## config.mk

```make
export PLATFORM = sky130hd
export DESIGN_NAME = sram_bank_arbiter_flat
export DESIGN_NICKNAME = d
export VERILOG_FILES = /design/src/rtl/sram_arb_pkg.sv /design/src/rtl/sram_bank_arbiter_if.sv /design/src/rtl/sram_bank_arbiter_resp_tag_fifo.sv /design/src/rtl/sram_bank_arbiter.sv /design/src/flat_wrapper.sv
export SDC_FILE = /design/constraint.sdc
export NUM_CORES = 1
export LEC_CHECK = 0
export BUFFER_PORTS_ARGS = -buffer_cell sky130_fd_sc_hd__buf_2
export CAP_MARGIN = 20
export CELL_PAD_IN_SITES_DETAIL_PLACEMENT = 1
export CELL_PAD_IN_SITES_GLOBAL_PLACEMENT = 2
export CORE_MARGIN = 2
export CORE_UTILIZATION = 17
export DETAILED_ROUTE_END_ITERATION = 8
export PLACE_DENSITY = 0.93
export SLEW_MARGIN = 20
export SYNTH_ARGS = -nofsm -noshare
export SYNTH_HDL_FRONTEND = slang
export SYNTH_SLANG_ARGS = --single-unit
```

## constraint.sdc

```tcl
create_clock -name clk -period 5.7 [get_ports clk]
set_input_delay 0.285 -clock clk [delete_from_list [all_inputs] [get_ports clk]]
set_output_delay 0.285 -clock clk [all_outputs]
set_load 0.02 [all_outputs]
```

## src/rtl/sram_arb_pkg.sv

```systemverilog
`default_nettype none
// ============================================================================
// Module      : sram_arb_pkg
// Description : Shared types and width helpers for the SRAM bank arbiter.
//               arb_state_e  - lock state of the request channel
//               bank_w()     - bank-select width derived from the bank count
//               tag_w()      - requestor-tag width, $clog2(NUM_REQ)
// Revision    : 1.0 - initial release
// ============================================================================
package sram_arb_pkg;

    typedef enum logic [0:0] {
        ARB_IDLE = 1'b0,
        ARB_HOLD = 1'b1
    } arb_state_e;

    function automatic int bank_w(input int num_banks);
        return (num_banks > 1) ? $clog2(num_banks) : 1;
    endfunction

    function automatic int tag_w(input int num_req);
        return (num_req > 1) ? $clog2(num_req) : 1;
    endfunction

endpackage
`default_nettype wire

```

## src/rtl/sram_bank_arbiter_if.sv

```systemverilog
`default_nettype none
// ============================================================================
// Module      : sram_bank_arbiter_if
// Description : Bundles the requestor-side and bank-side buses of the arbiter.
//               master : arbiter view (consumes m_* requests, drives s_req_*,
//                        consumes s_resp_*, drives m_resp_* and the error flag)
//               slave  : environment view (requestors + bank stage)
//               Packed per-port fields place port i at [i*W +: W].
// Revision    : 1.0 - initial release
// ============================================================================
interface sram_bank_arbiter_if #(
    parameter int NUM_REQ    = 4,
    parameter int BANK_W     = 2,
    parameter int ADDR_WIDTH = 10,
    parameter int DATA_WIDTH = 32
);
    logic [NUM_REQ-1:0]            m_valid;
    logic [NUM_REQ-1:0]            m_we;
    logic [NUM_REQ*BANK_W-1:0]     m_bank;
    logic [NUM_REQ*ADDR_WIDTH-1:0] m_addr;
    logic [NUM_REQ*DATA_WIDTH-1:0] m_wdata;
    logic [NUM_REQ-1:0]            m_ready;
    logic [NUM_REQ-1:0]            m_resp_valid;
    logic [DATA_WIDTH-1:0]         m_resp_rdata;

    logic                          s_req_valid;
    logic                          s_req_we;
    logic [BANK_W-1:0]             s_req_bank;
    logic [ADDR_WIDTH-1:0]         s_req_addr;
    logic [DATA_WIDTH-1:0]         s_req_wdata;
    logic                          s_req_ready;
    logic                          s_resp_valid;
    logic [DATA_WIDTH-1:0]         s_resp_rdata;

    logic                          err_unexpected_resp;

    modport master (
        input  m_valid, m_we, m_bank, m_addr, m_wdata,
        output m_ready, m_resp_valid, m_resp_rdata,
        output s_req_valid, s_req_we, s_req_bank, s_req_addr, s_req_wdata,
        input  s_req_ready, s_resp_valid, s_resp_rdata,
        output err_unexpected_resp
    );

    modport slave (
        output m_valid, m_we, m_bank, m_addr, m_wdata,
        input  m_ready, m_resp_valid, m_resp_rdata,
        input  s_req_valid, s_req_we, s_req_bank, s_req_addr, s_req_wdata,
        output s_req_ready, s_resp_valid, s_resp_rdata,
        input  err_unexpected_resp
    );
endinterface
`default_nettype wire

```

## src/rtl/sram_bank_arbiter_resp_tag_fifo.sv

```systemverilog
`default_nettype none
// ============================================================================
// Module      : resp_tag_fifo
// Description : In-order FIFO of requestor tags for outstanding bank requests.
//               Count-based full/empty; head is visible combinationally.
// Ports       : clk, rst_n (async, active-low), push_i/wdata_i, pop_i,
//               head_o, full_o, empty_o
// Revision    : 1.0 - initial release
// ============================================================================
module resp_tag_fifo #(
    parameter int WIDTH = 2,
    parameter int DEPTH = 4
) (
    input  wire logic             clk,
    input  wire logic             rst_n,
    input  wire logic             push_i,
    input  wire logic [WIDTH-1:0] wdata_i,
    input  wire logic             pop_i,
    output logic      [WIDTH-1:0] head_o,
    output logic                  full_o,
    output logic                  empty_o
);
    localparam int PTR_W = (DEPTH > 1) ? $clog2(DEPTH) : 1;
    localparam int CNT_W = $clog2(DEPTH + 1);

    logic [WIDTH-1:0] mem_q [DEPTH];
    logic [PTR_W-1:0] wr_ptr_q;
    logic [PTR_W-1:0] rd_ptr_q;
    logic [CNT_W-1:0] count_q;
    logic             do_push;
    logic             do_pop;

    assign full_o  = (count_q == CNT_W'(DEPTH));
    assign empty_o = (count_q == '0);
    assign head_o  = mem_q[rd_ptr_q];
    assign do_push = push_i & ~full_o;
    assign do_pop  = pop_i & ~empty_o;

    // Storage carries no reset: only the pointers/count define validity.
    always_ff @(posedge clk) begin
        if (do_push) begin
            mem_q[wr_ptr_q] <= wdata_i;
        end
    end

    // Pointers wrap naturally since DEPTH is a power of two.
    always_ff @(posedge clk or negedge rst_n) begin
        if (!rst_n) begin
            wr_ptr_q <= '0;
            rd_ptr_q <= '0;
            count_q  <= '0;
        end else begin
            if (do_push) wr_ptr_q <= wr_ptr_q + 1'b1;
            if (do_pop)  rd_ptr_q <= rd_ptr_q + 1'b1;
            case ({do_push, do_pop})
                2'b10:   count_q <= count_q + 1'b1;
                2'b01:   count_q <= count_q - 1'b1;
                default: count_q <= count_q;
            endcase
        end
    end
endmodule
`default_nettype wire

```

## src/rtl/sram_bank_arbiter.sv

```systemverilog
`default_nettype none
// ============================================================================
// Module      : sram_bank_arbiter
// Description : Round-robin merge of NUM_REQ requestors onto one bank request
//               channel. Grant is locked while the bank back-pressures; the
//               source of each accepted request is queued so in-order bank
//               responses are routed back. A same-cycle response with an empty
//               tag FIFO bypasses to the current grantee.
// Ports       : clk, rst_n (async, active-low), bus (master modport)
// Revision    : 1.0 - initial release
// ============================================================================
module sram_bank_arbiter
    import sram_arb_pkg::*;
#(
    parameter int NUM_REQ    = 4,
    parameter int NUM_BANKS  = 4,
    parameter int ADDR_WIDTH = 10,
    parameter int DATA_WIDTH = 32,
    parameter int RESP_DEPTH = 4
) (
    input wire logic            clk,
    input wire logic            rst_n,
    sram_bank_arbiter_if.master bus
);
    localparam int BANK_W = bank_w(NUM_BANKS);
    localparam int TAG_W  = tag_w(NUM_REQ);

    arb_state_e       lock_q;
    logic [TAG_W-1:0] gnt_q;
    logic [TAG_W-1:0] ptr_q;
    logic [TAG_W-1:0] ptr_d;
    logic             err_q;
    logic             err_d;

    logic [TAG_W-1:0] pick_idx;
    logic             pick_found;
    logic [TAG_W-1:0] sel;
    logic             sel_valid;
    logic             xfer;
    logic             fifo_full;
    logic             fifo_empty;
    logic [TAG_W-1:0] fifo_head;
    logic [TAG_W-1:0] route_tag;
    logic             resp_to_head;
    logic             resp_bypass;
    logic             push;
    logic             pop;

    // First valid requestor at or after ptr, modulo NUM_REQ. The extra index
    // bit holds ptr+k before the wrap subtraction.
    always_comb begin : p_pick
        logic [TAG_W:0] idx;
        idx        = '0;
        pick_found = 1'b0;
        pick_idx   = '0;
        for (int k = 0; k < NUM_REQ; k++) begin
            idx = {1'b0, ptr_q} + (TAG_W+1)'(k);
            if (idx >= (TAG_W+1)'(NUM_REQ)) begin
                idx = idx - (TAG_W+1)'(NUM_REQ);
            end
            if (!pick_found && bus.m_valid[idx[TAG_W-1:0]]) begin
                pick_found = 1'b1;
                pick_idx   = idx[TAG_W-1:0];
            end
        end
    end

    assign sel       = (lock_q == ARB_HOLD) ? gnt_q : pick_idx;
    assign sel_valid = (lock_q == ARB_HOLD) ? bus.m_valid[gnt_q] : pick_found;

    // A full tag FIFO blocks issue outright, even if a response pops this cycle.
    assign bus.s_req_valid = sel_valid & ~fifo_full;
    assign xfer            = bus.s_req_valid & bus.s_req_ready;

    // Response routing: FIFO head first; with an empty FIFO a response can
    // only belong to the request being accepted in this same cycle.
    assign resp_to_head = bus.s_resp_valid & ~fifo_empty;
    assign resp_bypass  = bus.s_resp_valid & fifo_empty & xfer;
    assign route_tag    = resp_to_head ? fifo_head : sel;
    assign push         = xfer & ~resp_bypass;
    assign pop          = resp_to_head;
    assign err_d        = err_q | (bus.s_resp_valid & fifo_empty & ~xfer);

    assign ptr_d = (sel == TAG_W'(NUM_REQ - 1)) ? '0 : sel + 1'b1;

    assign bus.m_resp_rdata        = bus.s_resp_rdata;
    assign bus.err_unexpected_resp = err_q;

    always_comb begin
        bus.s_req_we     = 1'b0;
        bus.s_req_bank   = '0;
        bus.s_req_addr   = '0;
        bus.s_req_wdata  = '0;
        bus.m_ready      = '0;
        bus.m_resp_valid = '0;
        for (int i = 0; i < NUM_REQ; i++) begin
            if (sel == TAG_W'(i)) begin
                bus.s_req_we    = bus.m_we[i];
                bus.s_req_bank  = bus.m_bank[i*BANK_W +: BANK_W];
                bus.s_req_addr  = bus.m_addr[i*ADDR_WIDTH +: ADDR_WIDTH];
                bus.s_req_wdata = bus.m_wdata[i*DATA_WIDTH +: DATA_WIDTH];
                bus.m_ready[i]  = xfer;
            end
            if (route_tag == TAG_W'(i)) begin
                bus.m_resp_valid[i] = resp_to_head | resp_bypass;
            end
        end
    end

    always_ff @(posedge clk or negedge rst_n) begin
        if (!rst_n) begin
            lock_q <= ARB_IDLE;
            gnt_q  <= '0;
            ptr_q  <= '0;
            err_q  <= 1'b0;
        end else begin
            err_q <= err_d;
            case (lock_q)
                ARB_IDLE: begin
                    if (xfer) begin
                        ptr_q <= ptr_d;
                    end else if (bus.s_req_valid) begin
                        lock_q <= ARB_HOLD;
                        gnt_q  <= sel;
                    end
                end
                ARB_HOLD: begin
                    if (xfer) begin
                        lock_q <= ARB_IDLE;
                        ptr_q  <= ptr_d;
                    end
                end
                default: lock_q <= ARB_IDLE;
            endcase
        end
    end

    resp_tag_fifo #(
        .WIDTH (TAG_W),
        .DEPTH (RESP_DEPTH)
    ) u_tag_fifo (
        .clk     (clk),
        .rst_n   (rst_n),
        .push_i  (push),
        .wdata_i (sel),
        .pop_i   (pop),
        .head_o  (fifo_head),
        .full_o  (fifo_full),
        .empty_o (fifo_empty)
    );
endmodule
`default_nettype wire
```

## src/flat_wrapper.sv

```systemverilog
// flat-port wrapper written by rule: the top's interface ports become plain ports
module sram_bank_arbiter_flat import sram_arb_pkg::*;
#(
    parameter int NUM_REQ    = 4,
    parameter int NUM_BANKS  = 4,
    parameter int ADDR_WIDTH = 10,
    parameter int DATA_WIDTH = 32,
    parameter int RESP_DEPTH = 4
)
  (clk, rst_n, bus_m_valid, bus_m_we, bus_m_bank, bus_m_addr, bus_m_wdata, bus_m_ready, bus_m_resp_valid, bus_m_resp_rdata, bus_s_req_valid, bus_s_req_we, bus_s_req_bank, bus_s_req_addr, bus_s_req_wdata, bus_s_req_ready, bus_s_resp_valid, bus_s_resp_rdata, bus_err_unexpected_resp);
  sram_bank_arbiter_if #(.NUM_REQ(NUM_REQ), .ADDR_WIDTH(ADDR_WIDTH), .DATA_WIDTH(DATA_WIDTH)) bus_i ();
  input wire logic clk;
  input wire logic rst_n;
  input wire logic [$bits(bus_i.m_valid)-1:0] bus_m_valid;
  input wire logic [$bits(bus_i.m_we)-1:0] bus_m_we;
  input wire logic [$bits(bus_i.m_bank)-1:0] bus_m_bank;
  input wire logic [$bits(bus_i.m_addr)-1:0] bus_m_addr;
  input wire logic [$bits(bus_i.m_wdata)-1:0] bus_m_wdata;
  output wire logic [$bits(bus_i.m_ready)-1:0] bus_m_ready;
  output wire logic [$bits(bus_i.m_resp_valid)-1:0] bus_m_resp_valid;
  output wire logic [$bits(bus_i.m_resp_rdata)-1:0] bus_m_resp_rdata;
  output wire logic [$bits(bus_i.s_req_valid)-1:0] bus_s_req_valid;
  output wire logic [$bits(bus_i.s_req_we)-1:0] bus_s_req_we;
  output wire logic [$bits(bus_i.s_req_bank)-1:0] bus_s_req_bank;
  output wire logic [$bits(bus_i.s_req_addr)-1:0] bus_s_req_addr;
  output wire logic [$bits(bus_i.s_req_wdata)-1:0] bus_s_req_wdata;
  input wire logic [$bits(bus_i.s_req_ready)-1:0] bus_s_req_ready;
  input wire logic [$bits(bus_i.s_resp_valid)-1:0] bus_s_resp_valid;
  input wire logic [$bits(bus_i.s_resp_rdata)-1:0] bus_s_resp_rdata;
  output wire logic [$bits(bus_i.err_unexpected_resp)-1:0] bus_err_unexpected_resp;
  assign bus_i.m_valid = bus_m_valid;
  assign bus_i.m_we = bus_m_we;
  assign bus_i.m_bank = bus_m_bank;
  assign bus_i.m_addr = bus_m_addr;
  assign bus_i.m_wdata = bus_m_wdata;
  assign bus_m_ready = bus_i.m_ready;
  assign bus_m_resp_valid = bus_i.m_resp_valid;
  assign bus_m_resp_rdata = bus_i.m_resp_rdata;
  assign bus_s_req_valid = bus_i.s_req_valid;
  assign bus_s_req_we = bus_i.s_req_we;
  assign bus_s_req_bank = bus_i.s_req_bank;
  assign bus_s_req_addr = bus_i.s_req_addr;
  assign bus_s_req_wdata = bus_i.s_req_wdata;
  assign bus_i.s_req_ready = bus_s_req_ready;
  assign bus_i.s_resp_valid = bus_s_resp_valid;
  assign bus_i.s_resp_rdata = bus_s_resp_rdata;
  assign bus_err_unexpected_resp = bus_i.err_unexpected_resp;
  sram_bank_arbiter #(.NUM_REQ(NUM_REQ), .NUM_BANKS(NUM_BANKS), .ADDR_WIDTH(ADDR_WIDTH), .DATA_WIDTH(DATA_WIDTH), .RESP_DEPTH(RESP_DEPTH)) u_core (.clk(clk), .rst_n(rst_n), .bus(bus_i));
endmodule
```

==> results.txt, run 1 <==
----------------------------------------------------
[Hold path]
  Worst hold-check path type ... in -> reg
  End of the worst hold path ... u_core.bus.err_unexpected_resp$_DFF_PN0_
  Number of stages on the worst hold path ... 2
  Hold path startpoint ... bus_s_resp_valid

[Floorplan]
  Starting Density ... 17.3%
  Area enclosed by the die boundary ... 0.0186 sq mm
  Count of boundary I/O pins ... 307
  Row count ... 48
  Horizontal die dimension ... between 100 and 150 um
  Placeable core region ... approximately 0.017 sq mm
  Die outline height ... about 140 um

[GRT]
  Initial antenna violation count ... 0
  GRT Resource Usage Total ... 12.6%
  Wire length of the first global-routing pass ... between 15000 and 20000 um
  Number of global-route vias before repair ... 3665
  Residual overflow from global routing ... 0
  Maximum number of pins on one net before global-route repair ... 80

[Timing]
  Slew Viols, Final ... 0
  Clock tree skew after final layout ... between 4 and 5 ps
  Max Clk Rate ... between 200 and 250 MHz
  Minimum hold slack ... 353 ps
  Final Hold Violating Endpoints ... 0
  Final number of setup-violating endpoints ... 0
  Headroom to the max-slew limit ... about a third
  Fin Setup TNS ... 0 ps
  Actual slew at the worst max-slew pin ... between 900 and 1000 ps
  Clock period minus final worst setup slack ... roughly 4300 ps
  Worst setup slack after layout ... roughly 1400 ps
  Unrepaired setup endpoints after global routing ... false
  Period Utilization, post-route ... ~75%

[Critical path]
  Slowest cell on the critical path ... sky130_fd_sc_hd__nor2b_1
  Slowest Stage Delay on Critical Path ... between 800 and 900 ps
  Reg-to-reg setup timing slack ... between 3000 and 4000 ps
  Critical path, cell by cell ... nand2b_1 -> a21boi_0 -> nor4_1 -> a21o_1 -> inv_1 -> ha_2 -> nor2b_1 -> a22oi_1 -> nor2_1 -> a21oi_1 -> o21ai_0 -> buf_2
  Data arrival, critical path ... between 3000 and 4000 ps
  Category of cells accounting for the largest share of critical-path delay ... simple AND/OR/NAND/NOR gates
  Startpoint of the most critical register-to-register path ... u_core.gnt_q[0]$_DFFE_PN0P_
  Critical Path End Type ... output pin
  Data required time at the worst endpoint ... 5410 ps
  R2r endpoint ... u_core.u_tag_fifo.count_q[2]$_DFFE_PN0P_
  Kind of start point of the critical path ... register
  Category of the most critical setup path ... reg -> out
  Crit Path Max Fanout ... 35
  Register-to-Register Path Depth ... 10
  Worst Path Buf+Inv ... 2

[Synthesis]
  Area leader, netlist ... sky130_fd_sc_hd__a21oi_1
  Portion of synthesized cell area occupied by the leading cell type ... about 14%
  Sequential cell area fraction in the yosys report ... about a fifth
  Number of flops mapped to enable cells by yosys ... 8
  Total nets after synthesis ... around 680
  Synthesized area ... 0.00298 sq mm
  Post-synthesis async set-or-reset flop share ... 61.9%
  Post-Synthesis Cells ... between 400 and 500
  Synthesis Warnings ... 0
  Predominant post-synthesis flop cell ... sky130_fd_sc_hd__dfrtp_1
  Most frequent cell after synthesis ... sky130_fd_sc_hd__nand2_1
  Post-Synthesis Mean Instance Area ... about 6.6 sq um
  Leading cell types by count after synthesis ... 88 x sky130_fd_sc_hd__nand2_1, 84 x sky130_fd_sc_hd__a21oi_1, 47 x sky130_fd_sc_hd__o21ai_0, 33 x sky130_fd_sc_hd__nand3b_1, 32 x sky130_fd_sc_hd__buf_4
  Cell types with the largest area share after synthesis ... sky130_fd_sc_hd__a21oi_1 14%, sky130_fd_sc_hd__nand2_1 11%, sky130_fd_sc_hd__dfrtp_1 11%, sky130_fd_sc_hd__nand3b_1 8.3%, sky130_fd_sc_hd__buf_4 8.1%
  Number of synthesized register bits ... 21
  Count of different cell masters after synthesis ... 41

[Power and ir drop]
  Power Internal ... 1.19 mW
  Sequential share of power ... a little over a tenth
  Areal power density over the cells ... roughly 690 mW/mm^2
  Leakage power summed over all cells ... between 2 and 2.5 nW
  Clock network fraction of total power ... under 10%
  Pwr Total ... roughly 2.9 mW
  Comb pwr share ... between 80% and 90%
  Peak ir drop on the vdd network ... around 0.37 mV
  Fraction of power spent switching nets ... 59.2%
  Net switching power figure ... around 1.7 mW

[Run]
  Max-cap viol count ... 0

[Detailed routing]
  Number of vias in the routed layout ... around 3800
  Detailed Route WL ... approximately 13000 um
  Number of antenna-violating nets in the routed design ... 0
  Via density ... roughly 4.4
  Average wire length per cell after detail routing ... between 10 and 15 um
  DRC violation count after routing ... 0
  Iteration count of the initial detailed-routing pass ... 4
  1st-iter DRT viols ... 83

[Place]
  GP Congestion ... around 0.79
  Count of input and output buffers ... 242
  Post-placement worst setup slack ... 1670 ps
  Hpwl dp ... 10100 um
  Dpl cells ... 851

[Run status]
  Outcome ... finished clean

[Layout]
  Share of layout cells above drive strength 1 ... between 40% and 50%
  Total inserted antenna cells ... 0
  Area delta synth->final ... 41.9%
  Count of filler cells inserted in the layout ... 2237
  Nets ... 862
  Post-Layout Cell Count ... 856

[CTS]
  Clock tree sinks ... 21
  Worst skew pair latency ... 250 ps
  Number of buffers on the longest clock path ... 2
  Count of cells resized by post-cts repair ... 0
  Register clock-pin slew on the reported worst setup and hold paths ... about 60 ps
  Buffer type at the clock tree root ... sky130_fd_sc_hd__clkbuf_16
  Clock H-tree levels ... 1
  Setup Buffers After CTS ... 0
  Number of clock buffers inserted by TritonCTS ... 3
  Clock tree from TritonCTS ... done

----------------------------------------------------
-- cell usage in the layout, fill, tap and decap left out, types with 4 or more instances in the layout --
| master | netlist | layout |
|---|---|---|
| sky130_fd_sc_hd__nand2b_1 | 4 | 4 |
| sky130_fd_sc_hd__dfrtp_1 | 13 | 13 |
| sky130_fd_sc_hd__edfxtp_1 | 8 | 8 |
| sky130_fd_sc_hd__ha_1 | 9 | 5 |
| sky130_fd_sc_hd__buf_2 | 3 | 242 |
| sky130_fd_sc_hd__nand2_1 | 88 | 88 |
| sky130_fd_sc_hd__xnor2_1 | 4 | 4 |
| sky130_fd_sc_hd__and3_1 | 4 | 4 |
| sky130_fd_sc_hd__o21ai_0 | 47 | 47 |
| sky130_fd_sc_hd__nor2_1 | 21 | 21 |
| sky130_fd_sc_hd__inv_1 | 11 | 11 |
| sky130_fd_sc_hd__a22oi_1 | 12 | 12 |
| sky130_fd_sc_hd__nand3b_1 | 33 | 33 |
| sky130_fd_sc_hd__and2_1 | 5 | 5 |
| sky130_fd_sc_hd__a21oi_1 | 84 | 84 |
| sky130_fd_sc_hd__buf_4 | 32 | 4 |
-- logic make-up after synthesis --
family	after synthesis	synth area share (%)
buffers and inverters	80	14.2
DFF	21	19.0
adders and majority gates	10	4.45
muxes	9	4.58
xor gates and xnor gates	6	1.76
and+or+nand+nor	170	28.3
AOI/OAI and AO/OA	153	27.7
-- layer usage --
metal | part of all wire [%] | track usage, % | wire length, um | vias up
met1 | 41 | 15.4 | 5200 | 1711
li1 | - | - | - | 1884
met2 | 50 | 22.5 | 6330 | 158
met3 | 8.4 | 3.28 | 1060 | 13
met5 | 0 | 0 | 0 | -
met4 | 0.80 | 1.97 | 101 | 0
-- worst register-to-register path, stage by stage (launching register included) --
cell	delay, ps
sky130_fd_sc_hd__dfrtp_1	450
sky130_fd_sc_hd__mux4_2	590
sky130_fd_sc_hd__a21boi_2	240
sky130_fd_sc_hd__nor2_2	130
sky130_fd_sc_hd__inv_1	70
sky130_fd_sc_hd__ha_1	170
sky130_fd_sc_hd__inv_1	60
sky130_fd_sc_hd__fa_1	380
sky130_fd_sc_hd__xor2_1	150
sky130_fd_sc_hd__nor2_1	110
sky130_fd_sc_hd__xor2_1	150
-- how the worst max path moves through the flow --
stage / start / to / slack (ps) / cells past startpoint
final: u_core.ptr_q[0]$_DFFE_PN0N_ / bus_s_req_wdata[20] / 1450 / 12
after global routing: u_core.ptr_q[0]$_DFFE_PN0N_ / bus_s_req_wdata[19] / 950 / 12
after CTS: u_core.ptr_q[0]$_DFFE_PN0N_ / bus_s_req_wdata[20] / 1370 / 12
after detailed placement: u_core.ptr_q[0]$_DFFE_PN0N_ / bus_s_req_wdata[20] / 1670 / 12
after global placement: bus_m_valid[3] / bus_s_req_wdata[20] / 1660 / 13
after floorplan: u_core.ptr_q[0]$_DFFE_PN0N_ / bus_s_req_wdata[22] / 2740 / 12
-- power groups by stage --
| stage | clock [mW] | sequential, mW | combinational [mW] |
|---|---|---|---|
| 6_report | 0.148 | 0.304 | 2.46 |
| 4_1_cts | 0.150 | 0.305 | 2.49 |
| 3_3_place_gp | 0 | 0.302 | 2.45 |
| 5_1_grt | 0.155 | 0.315 | 2.74 |
| 3_5_place_dp | 0 | 0.307 | 2.48 |
| 2_1_floorplan | 0 | 0.278 | 1.76 |
-- flip-flops by register name, summed over array words and instances, names as in the netlist, named ones only --
| signal | flops |
|---|---|
| u_core.u_tag_fifo.mem_q | 8 |
| u_core.u_tag_fifo.count_q | 3 |
| u_core.gnt_q | 2 |
| u_core.ptr_q | 2 |
| u_core.u_tag_fifo.rd_ptr_q | 2 |
| u_core.u_tag_fifo.wr_ptr_q | 2 |
| u_core.bus.err_unexpected_resp | 1 |
-- timing repair --
item	CTS	global route
hold endpoints to repair	13	0
hold buffers	1	0
setup endpoints to repair	0	0
-- final cells by class --
class / count / area, sq um / area share [%]
clock buffer: 4 / 78.8 / 1.87
inverter: 11 / 41.3 / 0.977
sequential: 21 / 566 / 13.4
timing repair buffer: 247 / 1250 / 29.6
multi-input combinational: 348 / 2010 / 47.5
tap: 225 / 282 / 6.66
-- through the flow --
step | utilization (%) | instance area (sq um)
2_1_floorplan | - | 2980
3_3_place_gp | 24.0 | 4140
3_5_place_dp | 24.0 | 4140
4_1_cts | 24.5 | 4230
5_1_grt | 24.5 | 4230
6_report | 24.5 | 4230
Note: power is estimated with default switching activity, not from simulation.
==> run 2: changes to the inputs <==
--- a/config.mk
+++ b/config.mk
@@ -5,14 +5,15 @@
 export SDC_FILE = /design/constraint.sdc
 export NUM_CORES = 1
 export LEC_CHECK = 0
+export ABC_AREA = 1
 export BUFFER_PORTS_ARGS = -buffer_cell sky130_fd_sc_hd__buf_2
 export CAP_MARGIN = 20
 export CELL_PAD_IN_SITES_DETAIL_PLACEMENT = 1
 export CELL_PAD_IN_SITES_GLOBAL_PLACEMENT = 2
 export CORE_MARGIN = 2
-export CORE_UTILIZATION = 17
+export CORE_UTILIZATION = 16
 export DETAILED_ROUTE_END_ITERATION = 8
-export PLACE_DENSITY = 0.93
+export PLACE_DENSITY = 0.89
 export SLEW_MARGIN = 20
 export SYNTH_ARGS = -nofsm -noshare
 export SYNTH_HDL_FRONTEND = slang
==> constraint.sdc (replaced) <==
create_clock -name clk -period 4.15 [get_ports clk]
set_input_delay 0.2075 -clock clk [delete_from_list [all_inputs] [get_ports clk]]
set_output_delay 0.2075 -clock clk [all_outputs]
set_load 0.02 [all_outputs]
==> run 2 against run 1 <==
Area after synthesis is essentially flat. Die area increased by 6.0%. Largest power group unchanged. Flip-flop and latch count stayed put. Combinational power grew 97%. Clock-buffer cell count is 1 lower. Clock power grew 43%.
==> results.txt, run 2 <==
----------------------------------------------------
[CTS]
  Register clock-pin slew on the reported worst setup and hold paths ... 60 ps (about the same)
  Count of cells resized by post-cts repair ... 0 (unchanged)
  Clock H-tree levels ... 1 (unchanged)
  Number of clock buffers inserted by TritonCTS ... 3 (unchanged)
  Clock tree sinks ... 21 (unchanged)
  Number of buffers on the longest clock path ... 2 (unchanged)
  Buffer type at the clock tree root ... sky130_fd_sc_hd__clkbuf_16 (unchanged)
  Clock tree from TritonCTS ... done (unchanged)
  Worst skew pair latency ... 260 ps (was 250 ps)

[GRT]
  Wire length of the first global-routing pass ... 21000 um (was 18500 um)
  Residual overflow from global routing ... 0 (unchanged)
  GRT Resource Usage Total ... 13.1% (was 12.6%)
  Number of global-route vias before repair ... 3966 (was 3665)
  Maximum number of pins on one net before global-route repair ... 81 (was 80)
  Initial antenna violation count ... 2 (was 0)

[Floorplan]
  Count of boundary I/O pins ... 307 (unchanged)
  Horizontal die dimension ... 140 um (was 136 um)
  Placeable core region ... 0.0181 sq mm (was 0.0172 sq mm)
  Starting Density ... 16.5% (was 17.3%)
  Row count ... 49 (was 48)
  Area enclosed by the die boundary ... 0.0197 sq mm (was 0.0186 sq mm)
  Die outline height ... 140 um (was 136 um)

[Detailed routing]
  Number of antenna-violating nets in the routed design ... 0 (unchanged)
  Average wire length per cell after detail routing ... 15.8 um (was 14.8 um)
  Iteration count of the initial detailed-routing pass ... 5 (was 4)
  Via density ... 4.50 (was 4.40)
  DRC violation count after routing ... 0 (unchanged)
  Number of vias in the routed layout ... 3921 (was 3766)
  1st-iter DRT viols ... 124 (was 83)
  Detailed Route WL ... 13700 um (was 12700 um)

[Synthesis]
  Most frequent cell after synthesis ... sky130_fd_sc_hd__nand2_1 (unchanged)
  Post-Synthesis Mean Instance Area ... 6.60 sq um (was 6.63 sq um)
  Leading cell types by count after synthesis ... 104 x sky130_fd_sc_hd__nand2_1, 69 x sky130_fd_sc_hd__nor2_1, 45 x sky130_fd_sc_hd__a221oi_1, 45 x sky130_fd_sc_hd__o31ai_1, 33 x sky130_fd_sc_hd__inv_1 (was 88 x sky130_fd_sc_hd__nand2_1, 84 x sky130_fd_sc_hd__a21oi_1, 47 x sky130_fd_sc_hd__o21ai_0, 33 x sky130_fd_sc_hd__nand3b_1, 32 x sky130_fd_sc_hd__buf_4)
  Number of synthesized register bits ... 21 (unchanged)
  Area leader, netlist ... sky130_fd_sc_hd__a221oi_1 (was sky130_fd_sc_hd__a21oi_1)
  Synthesized area ... 0.00298 sq mm (about the same)
  Portion of synthesized cell area occupied by the leading cell type ... 13.2% (was 14.1%)
  Post-synthesis async set-or-reset flop share ... 61.9% (unchanged)
  Sequential cell area fraction in the yosys report ... 19.0% (about the same)
  Number of flops mapped to enable cells by yosys ... 8 (unchanged)
  Count of different cell masters after synthesis ... 33 (was 41)
  Post-Synthesis Cells ... 451 (was 449)
  Cell types with the largest area share after synthesis ... sky130_fd_sc_hd__a221oi_1 13%, sky130_fd_sc_hd__nand2_1 13%, sky130_fd_sc_hd__o31ai_1 11%, sky130_fd_sc_hd__dfrtp_1 11%, sky130_fd_sc_hd__nor2_1 8.7% (was sky130_fd_sc_hd__a21oi_1 14%, sky130_fd_sc_hd__nand2_1 11%, sky130_fd_sc_hd__dfrtp_1 11%, sky130_fd_sc_hd__nand3b_1 8.3%, sky130_fd_sc_hd__buf_4 8.1%)
  Synthesis Warnings ... 0 (unchanged)
  Total nets after synthesis ... 681 (was 679)
  Predominant post-synthesis flop cell ... sky130_fd_sc_hd__dfrtp_1 (unchanged)

[Layout]
  Final core occ ... 23.8% (was 24.5%)
  Highest-count cells in the layout ignoring fill and taps ... 242 x sky130_fd_sc_hd__buf_2, 104 x sky130_fd_sc_hd__nand2_1, 68 x sky130_fd_sc_hd__nor2_1 (was 242 x sky130_fd_sc_hd__buf_2, 88 x sky130_fd_sc_hd__nand2_1, 84 x sky130_fd_sc_hd__a21oi_1)
  Count of filler cells inserted in the layout ... 2308 (was 2237)
  Final design instance area without fill ... 0.00430 sq mm (was 0.00423 sq mm)
  Register bank with the most flops ... u_core.u_tag_fifo.mem_q (unchanged)
  Flip-flop count of the largest register after layout ... 8 (unchanged)
  Nets ... 873 (was 862)
  Share of layout cells above drive strength 1 ... 43.5% (was 41.7%)
  Leading cell type in the layout, fill and taps excluded ... sky130_fd_sc_hd__buf_2 (unchanged)
  Biggest regs ... u_core.u_tag_fifo.mem_q x8, u_core.u_tag_fifo.count_q x3 (unchanged)
  Multi-input gate area ... 0.00194 sq mm (was 0.00201 sq mm)
  Area delta synth->final ... 44.3% (was 41.9%)
  Total inserted antenna cells ... 0 (unchanged)
  Footprint of the flip-flops and latches ... 566 sq um (unchanged)

[Timing]
  Slew Viols, Final ... 0 (unchanged)
  Period Utilization, post-route ... roughly 90%
  Unrepaired setup endpoints after global routing ... false (unchanged)
  Clock period minus final worst setup slack ... between 3000 and 4000 ps
  Actual slew at the worst max-slew pin ... 836 ps (was 982 ps)
  Max Clk Rate ... around 270 MHz
  Final number of setup-violating endpoints ... 0 (unchanged)
  Fin Setup TNS ... 0 ps (unchanged)
  Worst setup slack after layout ... 497 ps (was 1450 ps)
  Final Hold Violating Endpoints ... 0 (unchanged)
  Clock tree skew after final layout ... 3.81 ps (was 4.20 ps)
  Headroom to the max-slew limit ... 44.3% (was 34.4%)

[Critical path]
  Critical Path End Type ... output pin (unchanged)
  Category of cells accounting for the largest share of critical-path delay ... simple AND/OR/NAND/NOR gates (unchanged)
  Slowest cell on the critical path ... sky130_fd_sc_hd__dfrtp_1 (was sky130_fd_sc_hd__nor2b_1)
  Reg-to-reg setup timing slack ... 1480 ps (was 3120 ps)
  Data required time at the worst endpoint ... 3940 ps (was 5410 ps)
  Category of the most critical setup path ... reg -> out (unchanged)
  Data arrival, critical path ... 3450 ps (was 3970 ps)
  Slowest Stage Delay on Critical Path ... 620 ps (was 860 ps)
  Worst Path Buf+Inv ... 5 (was 2)
  Critical path, cell by cell ... nand2_1 -> nand3_1 -> nand2_2 -> nor2_4 -> nand3_1 -> nand2_1 -> inv_1 -> nand2_2 -> nand2_2 -> inv_1 -> ha_1 -> inv_1 -> nor2_4 -> buf_12 -> a221oi_1 -> o31ai_1 -> buf_2 (was nand2b_1 -> a21boi_0 -> nor4_1 -> a21o_1 -> inv_1 -> ha_2 -> nor2b_1 -> a22oi_1 -> nor2_1 -> a21oi_1 -> o21ai_0 -> buf_2)
  Kind of start point of the critical path ... register (unchanged)
  Crit Path Max Fanout ... 27 (was 35)

[Place]
  Post-placement worst setup slack ... 767 ps (was 1670 ps)
  GP Congestion ... 0.794 (was 0.789)
  Count of input and output buffers ... 242 (unchanged)
  Hpwl dp ... 11400 um (was 10100 um)
  Dpl cell area ... 0.00420 sq mm (was 0.00414 sq mm)

[Power and ir drop]
  Pwr Total ... 5.46 mW (was 2.91 mW)
  Peak ir drop on the vdd network ... 0.543 mV (was 0.369 mV)
  Areal power density over the cells ... 1270 mW/mm^2 (was 688 mW/mm^2)
  Leakage power summed over all cells ... 2.16 nW (was 2.00 nW)

[Hold path]
  Worst hold-check path type ... in -> reg (unchanged)

[Run]
  Max-cap viol count ... 0 (unchanged)

[Run status]
  Outcome ... finished clean (unchanged)

----------------------------------------------------
==> run 2: worst paths after layout <==
check                                                         start                                        to  cells past startpoint
max in group asynchronous                                     rst_n  u_core.bus.err_unexpected_resp$_DFF_PN0_                      2
max reg2reg                             u_core.ptr_q[0]$_DFFE_PN0N_  u_core.u_tag_fifo.count_q[2]$_DFFE_PN0P_                     14
min in group asynchronous                                     rst_n               u_core.ptr_q[0]$_DFFE_PN0N_                      2
max                                     u_core.ptr_q[0]$_DFFE_PN0N_                        bus_s_req_wdata[9]                     17
min                                                 bus_s_req_ready               u_core.gnt_q[1]$_DFFE_PN0P_                      4
min reg2reg                u_core.bus.err_unexpected_resp$_DFF_PN0_  u_core.bus.err_unexpected_resp$_DFF_PN0_                      1
==> run 2: kinds of logic (layout without fill, tap and decap cells) <==
family / Yosys count / after routing / synth area share, %
AO/OA/AOI/OAI: 106 / 106 / 27.6
flip-flops: 21 / 21 / 19.0
AND/OR/NAND/NOR: 213 / 213 / 30.9
buffers and inverters: 97 / 288 / 16.8
XOR/XNOR: 4 / 4 / 1.18
adder cells (fa/ha/maj): 10 / 10 / 4.46
==> run 2: area by class of cell <==
class | count | share of cell area (%)
clock buffer | 3 | 1.75
clock inverter | 1 | 0.175
inverter | 36 | 3.32
multi-input combinational | 333 | 45.0
sequential | 21 | 13.2
tap | 229 | 6.67
timing repair buffer | 248 | 29.9
==> run 2: where the power goes <==
group          switching [mW]  total [mW]  internal, mW  leakage, nW
registers              0.0875       0.411         0.324        0.226
clock network          0.0804       0.211         0.131       0.0371
logic                    3.22        4.84          1.62         1.90
total                    3.39        5.46          2.07         2.16
==> run 2: through the flow <==
step / instances / hold slack (ps)
floorplan: 451 / -88.1
global placement: 866 / 128
detailed placement: 866 / 140
CTS: 871 / 378
global route: 871 / 414
finish: 871 / 384
==> run 2: repair_timing <==
item                      4_1_cts  5_1_grt
hold endpoints to repair       13        0
setup buffers                   0        0
hold buffers                    1        0
==> run 2: per-layer routing <==
metal  global-route usage, %  vias to the layer above  share of wire [%]
li1                        -                     1922                  -
met1                    15.7                     1821                 41
met2                    23.6                      160                 50
met3                    3.66                       16                7.5
met4                    2.13                        2                1.6
met5                       0                        -              0.051
==> run 2: worst min-delay path, stage by stage <==
cell and delay, ps:
sky130_fd_sc_hd__buf_2 90, sky130_fd_sc_hd__inv_1 100, sky130_fd_sc_hd__nand3_2 130, sky130_fd_sc_hd__o21ai_0 80
